$ cat config.mk
export PLATFORM = sky130hd
export DESIGN_NAME = mem_port_arbiter
export DESIGN_NICKNAME = d
export VERILOG_FILES = /design/src/rtl/mem_port_arbiter.sv
export SDC_FILE = /design/constraint.sdc
export NUM_CORES = 1
export LEC_CHECK = 0
export ABC_AREA = 1
export BUFFER_PORTS_ARGS = -buffer_cell sky130_fd_sc_hd__buf_2
export CAP_MARGIN = 20
export CORE_UTILIZATION = 48
export CTS_BUF_LIST = sky130_fd_sc_hd__clkbuf_8
export DETAILED_ROUTE_END_ITERATION = 16
export HOLD_SLACK_MARGIN = 0.1
export PLACE_DENSITY = 0.85
export SLEW_MARGIN = 30
export SYNTH_ARGS = -nofsm -noshare
export SYNTH_HDL_FRONTEND = slang
export SYNTH_SLANG_ARGS = --single-unit
export TNS_END_PERCENT = 50
$ cat constraint.sdc
create_clock -name clk -period 2 [get_ports clk]
set_input_delay 0.1 -clock clk [delete_from_list [all_inputs] [get_ports clk]]
set_output_delay 0.1 -clock clk [all_outputs]
set_load 0.05 [all_outputs]
$ cat src/rtl/mem_port_arbiter.sv
// Fetch/data arbiter and fixed-latency sequencer for a single-ported unified memory.
// Optional fetch anti-starvation counter is built only when ARB_ANTISTARVE_EN is defined.
module mem_port_arbiter #(
  parameter int MEM_LAT    = 1,
  parameter int STARVE_MAX = 4
) (
  input  logic        clk,
  input  logic        rst,
  input  logic        if_req,
  input  logic [31:0] if_addr,
  output logic        if_gnt,
  output logic        if_rvalid,
  output logic [31:0] if_rdata,
  input  logic        d_req,
  input  logic        d_we,
  input  logic [2:0]  d_func3,
  input  logic [31:0] d_addr,
  input  logic [31:0] d_wdata,
  output logic        d_gnt,
  output logic        d_rvalid,
  output logic [31:0] d_rdata,
  output logic        mem_re,
  output logic        mem_we,
  output logic [2:0]  mem_func3,
  output logic [31:0] mem_addr,
  output logic [31:0] mem_wdata,
  input  logic [31:0] mem_rdata,
  output logic        busy
);

  localparam logic [2:0] FUNC3_LW = 3'b010;
  localparam logic [2:0] LAT_LAST = 3'(MEM_LAT - 1);

  if (MEM_LAT < 1 || MEM_LAT > 7 || STARVE_MAX < 1 || STARVE_MAX > 7) begin : g_param_check
    $error("mem_port_arbiter: MEM_LAT and STARVE_MAX must be in 1..7");
  end

  typedef enum logic [1:0] {
    IDLE,
    BUSY_I,
    BUSY_D
  } state_t;

  state_t     state;
  logic [2:0] lat_cnt;
  logic       fetch_wins;

`ifdef ARB_ANTISTARVE_EN
  localparam logic [2:0] STARVE_LIM = 3'(STARVE_MAX);

  logic [2:0] starve_cnt;

  // Once fetch has lost STARVE_MAX times in a row it overrides data priority.
  assign fetch_wins = if_req && (!d_req || (starve_cnt >= STARVE_LIM));

  always_ff @(posedge clk or negedge rst) begin
    if (!rst) begin
      starve_cnt <= '0;
    end else if (state == IDLE && if_req) begin
      if (fetch_wins) begin
        starve_cnt <= '0;
      end else begin
        starve_cnt <= starve_cnt + 3'd1;
      end
    end
  end
`else
  assign fetch_wins = if_req && !d_req;
`endif

  assign busy = (state != IDLE);

  always_ff @(posedge clk or negedge rst) begin
    if (!rst) begin
      state     <= IDLE;
      lat_cnt   <= '0;
      if_gnt    <= 1'b0;
      if_rvalid <= 1'b0;
      if_rdata  <= '0;
      d_gnt     <= 1'b0;
      d_rvalid  <= 1'b0;
      d_rdata   <= '0;
      mem_re    <= 1'b0;
      mem_we    <= 1'b0;
      mem_func3 <= '0;
      mem_addr  <= '0;
      mem_wdata <= '0;
    end else begin
      if_gnt    <= 1'b0;
      d_gnt     <= 1'b0;
      if_rvalid <= 1'b0;
      d_rvalid  <= 1'b0;
      case (state)
        IDLE: begin
          lat_cnt <= '0;
          if (fetch_wins) begin
            state     <= BUSY_I;
            if_gnt    <= 1'b1;
            mem_re    <= 1'b1;
            mem_we    <= 1'b0;
            mem_func3 <= FUNC3_LW;
            mem_addr  <= if_addr;
            mem_wdata <= '0;
          end else if (d_req) begin
            state     <= BUSY_D;
            d_gnt     <= 1'b1;
            mem_re    <= ~d_we;
            mem_we    <= d_we;
            mem_func3 <= d_func3;
            mem_addr  <= d_addr;
            mem_wdata <= d_wdata;
          end
        end
        BUSY_I, BUSY_D: begin
          // A single write strobe per store, whatever the latency.
          mem_we <= 1'b0;
          if (lat_cnt == LAT_LAST) begin
            state   <= IDLE;
            lat_cnt <= '0;
            mem_re  <= 1'b0;
            if (state == BUSY_I) begin
              if_rdata  <= mem_rdata;
              if_rvalid <= 1'b1;
            end else begin
              // mem_re is low for the whole of a store, so it marks store completion.
              d_rdata  <= mem_re ? mem_rdata : 32'h0;
              d_rvalid <= 1'b1;
            end
          end else begin
            lat_cnt <= lat_cnt + 3'd1;
          end
        end
        default: begin
          state <= IDLE;
        end
      endcase
    end
  end

  a_gnt_onehot: assert property (@(posedge clk) disable iff (!rst) !(if_gnt && d_gnt));
  a_if_gnt_rvalid: assert property (@(posedge clk) disable iff (!rst) !(if_gnt && if_rvalid));
  a_d_gnt_rvalid: assert property (@(posedge clk) disable iff (!rst) !(d_gnt && d_rvalid));

endmodule

Yosys cells after proc, flatten, opt, wreduce, memory -nomap -nowiden --
Index checks and enable logic that the tools add are counted.
Cells by class: add/sub/neg operators 1, equality and inequality tests 4, multiplexer cells 31, bitwise gates (word level) 2, reduce and logical (&&, ||, !) cells 14
Operators with widths (number):
- $mux 32 | 5
- $mux 1 | 16
- $mux 3 | 3
- $reduce_and 3->1 | 3
- $mux 2 | 3
- $pmux 3 s2 | 1
- $reduce_and 2->1 | 3
- $reduce_bool 2->1 | 3
- $pmux 1 s2 | 2
- $pmux 2 s2 | 1
- $add 3x1->3 const B | 1
- $logic_not 3->1 | 1
- $ne 3x3->1 const B | 1
- $eq 2x1->1 const B | 1
- $eq 2x2->1 const B | 1
- $logic_not 2->1 | 1
- $ne 2x2->1 const B | 1
- $not 1->1 | 2
- $reduce_or 2->1 | 1
- $logic_and 1x1->1 | 1
- $logic_not 1->1 | 1
Storage, ports and cells: register bits 142, output and inout port bits 138

Longest topological paths before layout --
word-level depth 4, depth in mapped cells 9

Worst setup path after synthesis --
No wires, ideal clock.
kind flip-flop to flip-flop, from register state[0], to register mem_addr[25], setup time 118 ps, arrival time 1447 ps, required time 1882 ps, setup slack 435 ps, stages on the path, launching flop included 10, period minus slack after synthesis 1565 ps, cell sequence dfrtp_1 inv_1 ha_1 inv_2 a21oi_4 inv_2 buf_6 buf_2 nand2_1 nand2_1
Between the ends: cells in the longest elaborated chain, start to end 2
RTL lines:
- from (decl) | line 44 | state_t state;
- from (signal assigned) | line 75 | state <= IDLE;
- from (signal assigned) | line 97 | state <= BUSY_I;
- from (signal assigned) | line 105 | state <= BUSY_D;
- $logic_not 2->1 | line 93 | case (state)
- $reduce_and 2->1 (no source line)
- to (signal assigned) | line 102 | mem_addr <= if_addr;
- to (signal assigned) | line 110 | mem_addr <= d_addr;
- to (decl) | line 25 | output logic [31:0] mem_addr,
Every way passes these cells. A chain may end at the register's enable or synchronous reset.

Final worst setup path --
from input d_req, to register mem_addr[15]
Between the ends: cells in the longest elaborated chain, start to end 4
RTL lines:
- from (decl) | line 14 | input logic d_req,
- $logic_not 1->1 | line 68 | assign fetch_wins = if_req && !d_req;
- $logic_and 1x1->1 | line 68
- $reduce_bool 2->1 (no source line)
- $reduce_and 2->1 (no source line)
Parallel ways exist; a longest one is shown, timed or not.

==> results.ini <==
[outcome]
run_status=completed

[floorplan]
die_w_um=113
initial_core_util_pct=49.2
rows=40
die-area_um2=12800
io_pins=274
core-area_um2=12000
die_h_um=113

[placed_design]
dp_hpwl_mm=10.9
dp_cells=1117
place_ws_ns=0.370
io_buffers=273
globalplace.congestion=0.788

[sta]
rsz0062_at_grt=false
maxSlewHeadroom_pct=56.0
setup_ws_ns=0.0781
worst_slew_pin_slew_ns=0.660
layout_worst_path_cycle_share_pct=96.1
timing.hold.ws_ns=0.214
max_freq_ghz=0.520
hold_violations=0
setup_viol=0
tns_ns=0
period_needed_ns=1.92
clock_skew_ns=0.0100
slew_viol_final=0

[logic_synthesis]
synthFlopType=dfrtp_1
async_flop_share_pct=100
synthTopCellsByCount=nand2_1, dfrtp_1, o21ai_0
ys_ff_latch=142
synth_top_area_share_pct=60.2
ys_warn_count=0
synth-edff-count=0
syn_nets=865
synth-seq-area-share_pct=60.2
ys_types=21
synth_top_area_cell=dfrtp_1
synth.cell_area_um2=5910
synthCells=724
yosysMostFrequentCell=nand2_1
yosys-top-cells-area=dfrtp_1, nand2_1, o21ai_0
synth_area_per_cell_um2=8.16

[worst_hold_path]
hold_class=input port to asynchronous set/reset pin

[global_route]
grt_max_degree=81
antenna_found_initial=1
grt_pass1_vias=6816
grtUsageTotal_pct=34.8
grt-ovfl-total=0
grt_pass1_wl_mm=33.8

[cells_and_area]
finalNonFillerCells=1284
nets=1267
post-route-util_pct=76.1
nFillCells=734
drive_gt1_share_pct=28.0
synthToLayoutAreaGrowth_pct=54.8

[clock_network]
cts_max_level=4
clockBufferDepth=2
clk_latency_ns=0.44
clkSinkCount=142
clockRootBuffer=clkbuf_8
clkSlewWorstSetupHoldPaths_ns=0.08
tritoncts=done
cts_setup_buffers=0
cts_made_buffers=17

[routing]
finalWirelength_mm=21.4
dr.pass1.iters=8
dr.first_iter.drc_count=570
vias_per_cell=5.17
ant_nets=0
vias=6642
drc_errors=0
wl_per_cell_um=16.7

[worst_setup_path]
arrival_ns=2.30
startpoint_type=input port
worstSetupEndpointType=flop
cp.required_ns=2.37
crit_type=input port to flop
cp_max_fo=32

[pwr]
power.density_nw_per_um2=1410
ir_worst_vdd_uv=1010
leakagePower_nw=5.23

[job]
maxCapViolCount=0

-- cell usage in the layout (no fill, tap or decap) --
cell and instances:
ha_1 5, nand2_1 468, inv_4 1, clkinvlp_4 1
nand2_4 1, clkinv_1 1, o21ai_0 37, nand3_2 1
clkinv_2 6, bufinv_16 1, inv_1 14, nand4_1 1
buf_6 2, dfrtp_1 142, dlygate4sd3_1 137, nor2_1 5
a21oi_4 1, a21oi_1 2, nand3_1 5, inv_2 2
buf_12 4, diode_2 1, nand2_2 1, xor2_1 1
buf_4 5, clkbuf_8 20, buf_2 272
-- sequential cells by signal, summed over array words and instances, names as in the netlist --
| register | count |
|---|---|
| d_gnt | 1 |
| mem_we | 1 |
| if_rdata | 32 |
| mem_re | 1 |
| mem_addr | 32 |
| d_rdata | 32 |
| mem_wdata | 32 |
| if_rvalid | 1 |
| d_rvalid | 1 |
| if_gnt | 1 |
| state | 2 |
| mem_func3 | 3 |
| lat_cnt | 3 |
-- metal layers --
layer	part of all wire (%)	wire length, um	up-vias	global-route usage, %
met1	36	7720	3107	38.2
met5	0	0	-	0
met2	50	10700	408	58.0
met3	7.7	1640	133	9.32
li1	-	-	2994	-
met4	6.5	1400	0	26.3
-- final cells by class --
cell class	count	area, um^2	area share, %
repair buffers	420	2870	31.4
inverters	17	66.3	0.725
multi-input cells	528	2120	23.2
clock buffers	20	275	3.01
diodes	1	2.50	0.0274
flip-flops and latches	142	3550	38.9
well taps	147	184	2.01
clock inverters	9	71.3	0.780
-- logic make-up (layout without fill, tap and decap cells) --
kind of cell | count (synthesis) | after routing | synth area share (%)
xor gates and xnor gates | 1 | 1 | 0.148
buffers and inverters | 54 | 466 | 4.11
DFF | 142 | 142 | 60.2
other | 0 | 1 | 0
AOI/OAI and AO/OA | 40 | 40 | 3.58
adders and majority gates | 5 | 5 | 1.06
and+or+nand+nor | 482 | 482 | 30.9
-- critical path, stage by stage --
cell	delay, ns
dlygate4sd3_1	0.56
buf_2	0.15
inv_2	0.10
nand2_4	0.12
inv_1	0.14
buf_12	0.20
nand2_1	0.09
nand2_1	0.08
dlygate4sd3_1	0.58
nand2_1	0.06
nand2_1	0.10
-- through the flow --
step	area, um^2	total power [W]
final	9140	0.0129
after global routing	9140	0.0134
after CTS	9120	0.0126
after detailed placement	7400	0.0103
after global placement	7400	0.0102
after floorplan	5910	0.00873
-- path summary, 6_finish.rpt --
kind                       slack [ns]                         to                       from  depth (start not counted)
hold reg to reg                  0.47  mem_wdata[28]$_DFFE_PN0P_  mem_wdata[28]$_DFFE_PN0P_                          2
min in group clk                 0.41  mem_wdata[25]$_DFFE_PN0P_                d_wdata[25]                          4
hold / removal                   0.21  mem_wdata[11]$_DFFE_PN0P_                        rst                          3
setup reg to reg                 0.30    if_rdata[3]$_DFFE_PN0P_       state[1]$_DFFE_PN0P_                          7
setup / recovery                 0.08   mem_addr[15]$_DFFE_PN0P_                      d_req                         11
max in group asynchronous        1.08   mem_wdata[7]$_DFFE_PN0P_                        rst                          3
-- report_power, final --
group / internal [W] / leakage [nW] / switching (W) / total (W)
Sequential: 0.00379 / 1.80 / 0.000533 / 0.00432
Clock: 0.00104 / 0.187 / 0.00106 / 0.00211
Combinational: 0.00143 / 3.25 / 0.00500 / 0.00643
Total: 0.00626 / 5.23 / 0.00660 / 0.0129
-- what timing repair did --
| action | CTS | global route |
|---|---|---|
| gates resized for setup | 0 | 5 |
| endpoints found under the setup margin | 0 | 32 |
| hold buffers | 137 | 0 |
| endpoints found under the hold margin | 277 | 0 |
Note: power is estimated with default switching activity, not from simulation.
